$ cat src/rtl/rx_unstuff_deser_if.sv
// Receive deserializer bus: qualified serial bits in, completed words and stuffing events out.
interface rx_unstuff_deser_if #(
   parameter int unsigned WIDTH = 8
);
   logic             bitIn;
   logic             bitValid;
   logic             clear;
   logic [WIDTH-1:0] dataOut;
   logic             dataValid;
   logic             stuffSkip;
   logic             stuffErr;

   modport master (
      output bitIn, bitValid, clear,
      input  dataOut, dataValid, stuffSkip, stuffErr
   );

   modport slave (
      input  bitIn, bitValid, clear,
      output dataOut, dataValid, stuffSkip, stuffErr
   );
endinterface

$ cat src/rtl/rx_unstuff_deser.sv
// Receive-side deserializer: optional NRZI decode, bit-unstuffing with violation detect,
// and serial-to-parallel word assembly with a one-cycle valid strobe.
module rx_unstuff_deser #(
   parameter int unsigned WIDTH     = 8,
   parameter int unsigned STUFF_LEN = 6,
   parameter bit          NRZI      = 1'b0,
   parameter bit          LSB_FIRST = 1'b1
) (
   input logic              clk,
   input logic              rst,
   rx_unstuff_deser_if.slave bus
);
   localparam int unsigned CntW  = $clog2(WIDTH + 1);
   localparam int unsigned OnesW = $clog2(STUFF_LEN + 1);

   logic [WIDTH-1:0] sr_q, sr_d, sr_shift;
   logic [WIDTH-1:0] data_q, data_d;
   logic [CntW-1:0]  cnt_q, cnt_d;
   logic [OnesW-1:0] ones_q, ones_d;
   logic             prev_q, prev_d;
   logic             dv_q, dv_d;
   logic             skip_q, skip_d;
   logic             err_q, err_d;
   logic             d_bit;

   always_comb begin
      d_bit = NRZI ? ~(bus.bitIn ^ prev_q) : bus.bitIn;
      if (LSB_FIRST) sr_shift = {d_bit, sr_q[WIDTH-1:1]};
      else           sr_shift = {sr_q[WIDTH-2:0], d_bit};
   end

   always_comb begin
      sr_d   = sr_q;
      data_d = data_q;
      cnt_d  = cnt_q;
      ones_d = ones_q;
      prev_d = prev_q;
      dv_d   = 1'b0;
      skip_d = 1'b0;
      err_d  = 1'b0;
      if (bus.clear) begin
         // Re-align drops any bit presented in the same cycle.
         sr_d   = '0;
         cnt_d  = '0;
         ones_d = '0;
         prev_d = 1'b1;
      end else if (bus.bitValid) begin
         prev_d = bus.bitIn;
         if (ones_q == OnesW'(STUFF_LEN)) begin
            ones_d = '0;
            if (d_bit) begin
               err_d = 1'b1;
               sr_d  = '0;
               cnt_d = '0;
            end else begin
               skip_d = 1'b1;
            end
         end else begin
            sr_d   = sr_shift;
            ones_d = d_bit ? ones_q + 1'b1 : '0;
            if (cnt_q == CntW'(WIDTH - 1)) begin
               data_d = sr_shift;
               dv_d   = 1'b1;
               cnt_d  = '0;
            end else begin
               cnt_d = cnt_q + 1'b1;
            end
         end
      end
   end

   always_ff @(posedge clk or posedge rst) begin
      if (rst) begin
         sr_q   <= '0;
         data_q <= '0;
         cnt_q  <= '0;
         ones_q <= '0;
         prev_q <= 1'b1;
         dv_q   <= 1'b0;
         skip_q <= 1'b0;
         err_q  <= 1'b0;
      end else begin
         sr_q   <= sr_d;
         data_q <= data_d;
         cnt_q  <= cnt_d;
         ones_q <= ones_d;
         prev_q <= prev_d;
         dv_q   <= dv_d;
         skip_q <= skip_d;
         err_q  <= err_d;
      end
   end

   assign bus.dataOut   = data_q;
   assign bus.dataValid = dv_q;
   assign bus.stuffSkip = skip_q;
   assign bus.stuffErr  = err_q;
endmodule

$ cat src/flat_wrapper.sv
// flat-port wrapper written by rule: the top's interface ports become plain ports
module rx_unstuff_deser_flat 
#(
   parameter int unsigned WIDTH     = 8,
   parameter int unsigned STUFF_LEN = 6,
   parameter bit          NRZI      = 1'b0,
   parameter bit          LSB_FIRST = 1'b1
)
  (clk, rst, bus_bitIn, bus_bitValid, bus_clear, bus_dataOut, bus_dataValid, bus_stuffSkip, bus_stuffErr);
  rx_unstuff_deser_if #(.WIDTH(WIDTH)) bus_i ();
  input logic clk;
  input logic rst;
  input wire logic [$bits(bus_i.bitIn)-1:0] bus_bitIn;
  input wire logic [$bits(bus_i.bitValid)-1:0] bus_bitValid;
  input wire logic [$bits(bus_i.clear)-1:0] bus_clear;
  output wire logic [$bits(bus_i.dataOut)-1:0] bus_dataOut;
  output wire logic [$bits(bus_i.dataValid)-1:0] bus_dataValid;
  output wire logic [$bits(bus_i.stuffSkip)-1:0] bus_stuffSkip;
  output wire logic [$bits(bus_i.stuffErr)-1:0] bus_stuffErr;
  assign bus_i.bitIn = bus_bitIn;
  assign bus_i.bitValid = bus_bitValid;
  assign bus_i.clear = bus_clear;
  assign bus_dataOut = bus_i.dataOut;
  assign bus_dataValid = bus_i.dataValid;
  assign bus_stuffSkip = bus_i.stuffSkip;
  assign bus_stuffErr = bus_i.stuffErr;
  rx_unstuff_deser #(.WIDTH(WIDTH), .STUFF_LEN(STUFF_LEN), .NRZI(NRZI), .LSB_FIRST(LSB_FIRST)) u_core (.clk(clk), .rst(rst), .bus(bus_i));
endmodule
$ cat config.mk
export PLATFORM = sky130hd
export DESIGN_NAME = rx_unstuff_deser_flat
export DESIGN_NICKNAME = d
export VERILOG_FILES = /design/src/rtl/rx_unstuff_deser_if.sv /design/src/rtl/rx_unstuff_deser.sv /design/src/flat_wrapper.sv
export SDC_FILE = /design/constraint.sdc
export NUM_CORES = 1
export LEC_CHECK = 0
export CORE_MARGIN = 8
export CORE_UTILIZATION = 45
export CTS_BUF_LIST = sky130_fd_sc_hd__clkbuf_8
export DETAILED_ROUTE_END_ITERATION = 10
export GPL_TIMING_DRIVEN = 0
export PLACE_DENSITY = 0.68
export SLEW_MARGIN = 20
export SYNTH_ARGS = -nofsm -noshare
export SYNTH_HDL_FRONTEND = slang
export SYNTH_SLANG_ARGS = --single-unit
$ cat constraint.sdc
create_clock -name clk -period 2.8 [get_ports clk]
set_input_delay 0.28 -clock clk [delete_from_list [all_inputs] [get_ports clk]]
set_output_delay 0.28 -clock clk [all_outputs]
set_load 0.01 [all_outputs]
**After elaboration in Yosys (flattened, before gate mapping)**

Cells that the tools add are included.

- Latch bits: 0
- ROM bits: 0
- Output and inout bits: 11
- Input bits: 5
- RAM bits: 0
- Memories: 0
- Flip-flop bits (word level): 26
- Word-level logic and storage cells: 42

- Multiply operators: 0
- Bitwise gates (word level): 2
- Shift-type cells: 0
- Equality and inequality tests: 3
- Add/sub/neg operators: 2
- Magnitude comparators: 0
- Reductions and logical operators: 3
- Mux-type cells: 25
- Div/mod/pow operators: 0

Operator list:

| operator | number |
|---|---|
| $mux 8 | 4 |
| $mux 4 | 5 |
| $mux 1 | 12 |
| $mux 3 | 4 |
| $add 4x1->4 const B | 1 |
| $eq 4x3->1 const B | 1 |
| $reduce_and 4->1 | 1 |
| $add 3x1->3 const B | 1 |
| $eq 3x3->1 const B | 1 |
| $ne 3x3->1 const B | 1 |
| $not 1->1 | 2 |
| $reduce_and 2->1 | 1 |
| $reduce_bool 2->1 | 1 |

**Longest topological paths before layout**

- Depth in word-level cells: 5
- Depth in mapped cells: 6

**Least setup slack after synthesis**

No wires, ideal clock.

- Path kind: register to register
- Start: register u_core.ones_q[0]
- End: register u_core.data_q[0], in the netlist u_core.bus.dataOut[0]
- Period minus slack after synthesis: 1716 ps
- Stages on the path, launching flop included: 7
- Arrival: 1591 ps
- Data required time: 2675 ps
- Path slack: 1084 ps
- Buffers on the path: 1
- Path through: dfrtp_1 inv_1 ha_1 nand2_1 or4b_1 buf_6 mux2_4

- Cells in the longest elaborated chain, start to end: 3

RTL lines:

| what | line | source |
|---|---|---|
| start: declaration | rx_unstuff_deser.sv:19 | `logic [OnesW-1:0] ones_q, ones_d;` |
| start signal: assignment | rx_unstuff_deser.sv:86 | `ones_q <= ones_d;` |
| $eq 3x3->1 | rx_unstuff_deser.sv:49 | `if (ones_q == OnesW'(STUFF_LEN)) begin` |
| $not 1->1 (no source line) | -- |  |
| $reduce_and 4->1 (no source line) | -- |  |
| end signal: assignment | rx_unstuff_deser.sv:84 | `data_q <= data_d;` |
| end: declaration | rx_unstuff_deser.sv:17 | `logic [WIDTH-1:0] data_q, data_d;` |

Every way passes these cells.
A chain may end at the register's enable or synchronous reset.

**Final worst setup path**

- Start: register u_core.ones_q[0]
- End: register u_core.cnt_q[2]

- Cells in the longest elaborated chain, start to end: 4
- Elaborated cells on any way between the ends: 6
- Classes of those cells: eq/ne (2); mux (3); reduce/logical (1)

RTL lines:

| what | line | source |
|---|---|---|
| $eq 3x3->1 (*) | rx_unstuff_deser.sv:49 |  |
| $mux 4 | rx_unstuff_deser.sv:49 |  |
| $mux 4 | rx_unstuff_deser.sv:47 | `end else if (bus.bitValid) begin` |
| $mux 4 | rx_unstuff_deser.sv:41 | `if (bus.clear) begin` |
| end signal: assignment | rx_unstuff_deser.sv:85 | `cnt_q <= cnt_d;` |
| end: declaration | rx_unstuff_deser.sv:18 | `logic [CntW-1:0] cnt_q, cnt_d;` |

Mark *: on every way between the ends. The rest lies on a longest branch, timed or not. The select of a mux whose other input is x is not followed.

==> impl_metrics.xml <==
<?xml version="1.0" encoding="UTF-8"?>
<metrics>
  <group name="status">
    <metric name="run_status" unit="">finished clean</metric>
  </group>
  <group name="timing">
    <metric name="fmax" unit="MHz">545</metric>
    <metric name="fin_tns_setup" unit="ns">0</metric>
    <metric name="report.final.slew_viol_count" unit="">0</metric>
    <metric name="timing.max_slew.rel_slack" unit="%">39.3</metric>
    <metric name="period_needed" unit="ns">1.83</metric>
    <metric name="min_period_over_period" unit="%">65.5</metric>
    <metric name="unrepaired_setup_endpoints_after_global_routing" unit="">no</metric>
    <metric name="whs" unit="ns">0.248</metric>
    <metric name="setup_violations" unit="">0</metric>
    <metric name="timing.final.hold_violations" unit="">0</metric>
    <metric name="tightest_slew" unit="ns">0.910</metric>
    <metric name="clock_skew" unit="ns">0.00483</metric>
  </group>
  <group name="synthesis">
    <metric name="synth_sequential_area_ratio" unit="%">53.9</metric>
    <metric name="post_synth_num_cell_types" unit="">27</metric>
    <metric name="synth.cell_area" unit="µm²">1160</metric>
    <metric name="yosys_warnings" unit="">0</metric>
    <metric name="yosysTopAreaCellShare" unit="%">53.9</metric>
    <metric name="synth.net_count" unit="">106</metric>
    <metric name="synth_area_leader_cell" unit="">sky130_fd_sc_hd__dfrtp_1</metric>
    <metric name="cells_after_synthesis" unit="">98</metric>
    <metric name="synth_seq_cells" unit="">25</metric>
    <metric name="post_synth.cell_area_avg" unit="µm²">11.8</metric>
    <metric name="ys_top_cells_by_area" unit="">sky130_fd_sc_hd__dfrtp_1 (54%), sky130_fd_sc_hd__mux2_4 (10%), sky130_fd_sc_hd__o211ai_1 (5.8%), sky130_fd_sc_hd__o21ai_0 (3.9%), sky130_fd_sc_hd__ha_1 (3.2%)</metric>
  </group>
  <group name="floorplan">
    <metric name="std_cell_rows" unit="">18</metric>
    <metric name="floorplan.die_area" unit="µm²">4460</metric>
    <metric name="floorplan.die.width" unit="µm">66.8</metric>
    <metric name="chipHeight" unit="µm">66.8</metric>
    <metric name="ios" unit="">16</metric>
    <metric name="coreArea" unit="µm²">2450</metric>
    <metric name="initial_standard_cell_utilization_of_the_core" unit="%">47.3</metric>
  </group>
  <group name="final_layout">
    <metric name="layout.cells.most_common_list" unit="">sky130_fd_sc_hd__dfrtp_1 (25), sky130_fd_sc_hd__clkdlybuf4s50_1 (14), sky130_fd_sc_hd__o211ai_1 (9), sky130_fd_sc_hd__o21ai_0 (9)</metric>
    <metric name="final_nets" unit="">125</metric>
    <metric name="drive_above_1_share" unit="%">12.9</metric>
    <metric name="synthToLayoutAreaGrowth" unit="%">19.5</metric>
    <metric name="antenna-diode-count" unit="">0</metric>
    <metric name="final_core_density" unit="%">56.5</metric>
    <metric name="fillCellCount" unit="">211</metric>
    <metric name="mostFrequentLayoutCell" unit="">sky130_fd_sc_hd__dfrtp_1</metric>
  </group>
  <group name="clocking">
    <metric name="cts.htree.levels" unit="">1</metric>
    <metric name="cts_repair_resized_insts" unit="">0</metric>
    <metric name="clkLatencyLatePin" unit="ns">0.26</metric>
    <metric name="postCtsHoldBufs" unit="">0</metric>
    <metric name="cts.reportedPaths.clkPinSlew" unit="ns">0.09</metric>
    <metric name="max-clock-path-buffers" unit="">2</metric>
    <metric name="number_of_buffers_created_by_cts" unit="">3</metric>
    <metric name="postCtsSetupBuffers" unit="">0</metric>
    <metric name="root_buffer" unit="">sky130_fd_sc_hd__clkbuf_8</metric>
    <metric name="cts_sinks" unit="">25</metric>
    <metric name="tritoncts_clock_tree" unit="">built</metric>
  </group>
  <group name="route">
    <metric name="vias" unit="">814</metric>
    <metric name="via_per_inst" unit="">5.58</metric>
    <metric name="wl_per_cell" unit="µm">15.2</metric>
    <metric name="dr.pass1.iters" unit="">4</metric>
    <metric name="drtAntennaViolNets" unit="">0</metric>
    <metric name="post_detailed_route_drc_marker_count" unit="">0</metric>
    <metric name="wl" unit="mm">2.22</metric>
    <metric name="dr.first_iter.drc_count" unit="">26</metric>
  </group>
  <group name="placement">
    <metric name="io_buffer_count" unit="">14</metric>
    <metric name="dp.final_hpwl" unit="mm">1.62</metric>
    <metric name="routabilityCongestion" unit="">0.729</metric>
  </group>
  <group name="global_routing">
    <metric name="grt.overflow.total" unit="">0</metric>
    <metric name="grt.busiest_layer" unit="">met2</metric>
    <metric name="grt_start_max_net_pins" unit="">26</metric>
    <metric name="antenna_found_initial" unit="">0</metric>
    <metric name="number_of_global_route_vias_before_repair" unit="">817</metric>
    <metric name="grtUsageMet2" unit="%">16.6</metric>
    <metric name="groute.layer.met1.usage" unit="%">14.6</metric>
    <metric name="grt.total_usage" unit="%">10.8</metric>
    <metric name="global_route.usage.met3" unit="%">2.18</metric>
    <metric name="grt_first_pass_wirelength" unit="mm">3.84</metric>
  </group>
  <group name="critical_path">
    <metric name="ff2ff_path_depth" unit="">6</metric>
    <metric name="cp_num_cells" unit="">6</metric>
    <metric name="crit_path_cell_trace" unit="">inv_1 &gt; ha_1 &gt; and3b_1 &gt; clkbuf_1 &gt; o21a_1 &gt; a211o_1</metric>
    <metric name="worst_path_dominant_cell_family" unit="">compound AO/OA/AOI/OAI gates</metric>
    <metric name="endpoint_kind" unit="">flip-flop</metric>
    <metric name="path_max_fanout" unit="">10</metric>
    <metric name="worst_setup_path_start_kind" unit="">flip-flop</metric>
    <metric name="max_stage_delay" unit="ns">0.35</metric>
    <metric name="timing_worst_setup_path_type" unit="">reg -&gt; reg</metric>
    <metric name="cp.arrival" unit="ns">1.98</metric>
    <metric name="timing.critical_path.buf_inv" unit="">2</metric>
    <metric name="critical_path_required" unit="ns">2.95</metric>
    <metric name="critical_path.slowest_cell" unit="">sky130_fd_sc_hd__dfrtp_1</metric>
  </group>
  <group name="pwr">
    <metric name="int_pwr" unit="µW">486</metric>
    <metric name="sequential_power_share" unit="%">58.8</metric>
    <metric name="p_leak" unit="nW">0.659</metric>
    <metric name="power.density" unit="nW/µm²">460</metric>
    <metric name="comb_power_share" unit="%">7.4</metric>
    <metric name="switching_share" unit="%">23.8</metric>
    <metric name="netSwitchingPower" unit="µW">152</metric>
    <metric name="clockPowerShare" unit="%">33.7</metric>
    <metric name="vdd.ir_drop.worst" unit="µV">345</metric>
  </group>
  <group name="min_path">
    <metric name="hp-class" unit="">in -&gt; reg</metric>
    <metric name="hold-path-cell-count" unit="">2</metric>
  </group>
  <group name="job">
    <metric name="maxCapViolations" unit="">0</metric>
  </group>
</metrics>
## per-stage QoR
step / total power [mW] / cells / setup slack (ns) / cell area (µm²)
global placement: 0.428 / 142 / 0.715 / 1340
finish: 0.638 / 146 / 0.967 / 1390
floorplan: 0.412 / 98 / 1.08 / 1160
detailed placement: 0.430 / 142 / 0.702 / 1340
CTS: 0.643 / 146 / 0.982 / 1390
global route: 0.668 / 146 / 0.810 / 1390
## worst reg2reg max path: stages, from the launching register on
cell	delay, ns
sky130_fd_sc_hd__dfrtp_1	0.35
sky130_fd_sc_hd__inv_1	0.07
sky130_fd_sc_hd__ha_1	0.23
sky130_fd_sc_hd__and3b_1	0.17
sky130_fd_sc_hd__clkbuf_1	0.23
sky130_fd_sc_hd__o21a_1	0.34
sky130_fd_sc_hd__a211o_1	0.33
## area by class of cell
class,instances,area (µm²),share of cell area [%]
repair buffers,14,140,10.1
clock buffers,3,41.3,2.98
well taps,30,37.5,2.71
inverters,6,25.0,1.80
plain buffers,6,37.5,2.71
clock inverters,1,7.51,0.541
flip-flops and latches,25,626,45.1
multi-input cells,61,473,34.1
## cells by family (layout without fill, tap and decap cells)
family | after synthesis | count (layout) | synth area share, %
adders and majority gates | 3 | 3 | 3.23
DFF | 25 | 25 | 53.9
and+or+nand+nor | 25 | 25 | 12.8
AOI/OAI and AO/OA | 25 | 25 | 14.3
muxes | 8 | 8 | 10.3
buffers and inverters | 12 | 30 | 5.39
## synth_stat cells
| cell | number |
|---|---|
| sky130_fd_sc_hd__a211o_1 | 1 |
| sky130_fd_sc_hd__a21oi_1 | 2 |
| sky130_fd_sc_hd__a32o_1 | 2 |
| sky130_fd_sc_hd__and3_1 | 1 |
| sky130_fd_sc_hd__and3b_1 | 2 |
| sky130_fd_sc_hd__and4b_1 | 1 |
| sky130_fd_sc_hd__buf_6 | 2 |
| sky130_fd_sc_hd__clkbuf_1 | 4 |
| sky130_fd_sc_hd__dfrtp_1 | 25 |
| sky130_fd_sc_hd__ha_1 | 3 |
| sky130_fd_sc_hd__inv_1 | 5 |
| sky130_fd_sc_hd__inv_4 | 1 |
| sky130_fd_sc_hd__mux2_4 | 8 |
| sky130_fd_sc_hd__nand2_1 | 8 |
| sky130_fd_sc_hd__nand3_1 | 2 |
| sky130_fd_sc_hd__nand3b_1 | 2 |
| sky130_fd_sc_hd__nand4_1 | 2 |
| sky130_fd_sc_hd__nand4b_1 | 1 |
| sky130_fd_sc_hd__nor2_1 | 1 |
| sky130_fd_sc_hd__nor3_1 | 1 |
| sky130_fd_sc_hd__nor3b_1 | 1 |
| sky130_fd_sc_hd__nor4_1 | 2 |
| sky130_fd_sc_hd__o211ai_1 | 9 |
| sky130_fd_sc_hd__o21a_1 | 1 |
| sky130_fd_sc_hd__o21ai_0 | 9 |
| sky130_fd_sc_hd__o31ai_1 | 1 |
| sky130_fd_sc_hd__or4b_1 | 1 |
## sequential cells by signal, summed over array words and instances, names as in the netlist
register,count
u_core.bus.stuffErr,1
u_core.bus.dataOut,8
u_core.cnt_q,4
u_core.bus.dataValid,1
u_core.sr_q,7
u_core.bus.stuffSkip,1
u_core.ones_q,3
## power by group through the flow
stage | logic [mW] | clock network [mW] | registers [mW]
final | 0.0475 | 0.215 | 0.375
after global routing | 0.0535 | 0.238 | 0.377
after CTS | 0.0482 | 0.219 | 0.375
after detailed placement | 0.0480 | 0 | 0.382
after global placement | 0.0462 | 0 | 0.382
after floorplan | 0.0309 | 0 | 0.381
## path summary, 6_finish.rpt
path,from,endpoint,slack (ns)
worst max-delay path,u_core.ones_q[0],u_core.cnt_q[2],0.97
worst min-delay path,bus_bitValid,u_core.ones_q[0],0.25
worst max register to register,u_core.ones_q[0],u_core.cnt_q[2],0.97
worst min register to register,u_core.bus.dataOut[6],u_core.bus.dataOut[6],0.52
max in group asynchronous,rst,u_core.ones_q[0],1.73
min in group asynchronous,rst,u_core.bus.dataValid,0.52
## per-layer routing
layer / part of all wire (%) / up-vias
met1: 50 / 400
li1: - / 400
met4: 0.68 / 0
met3: 5.3 / 2
met2: 44 / 12
met5: 0 / -
Note: power is estimated with default switching activity, not from simulation.
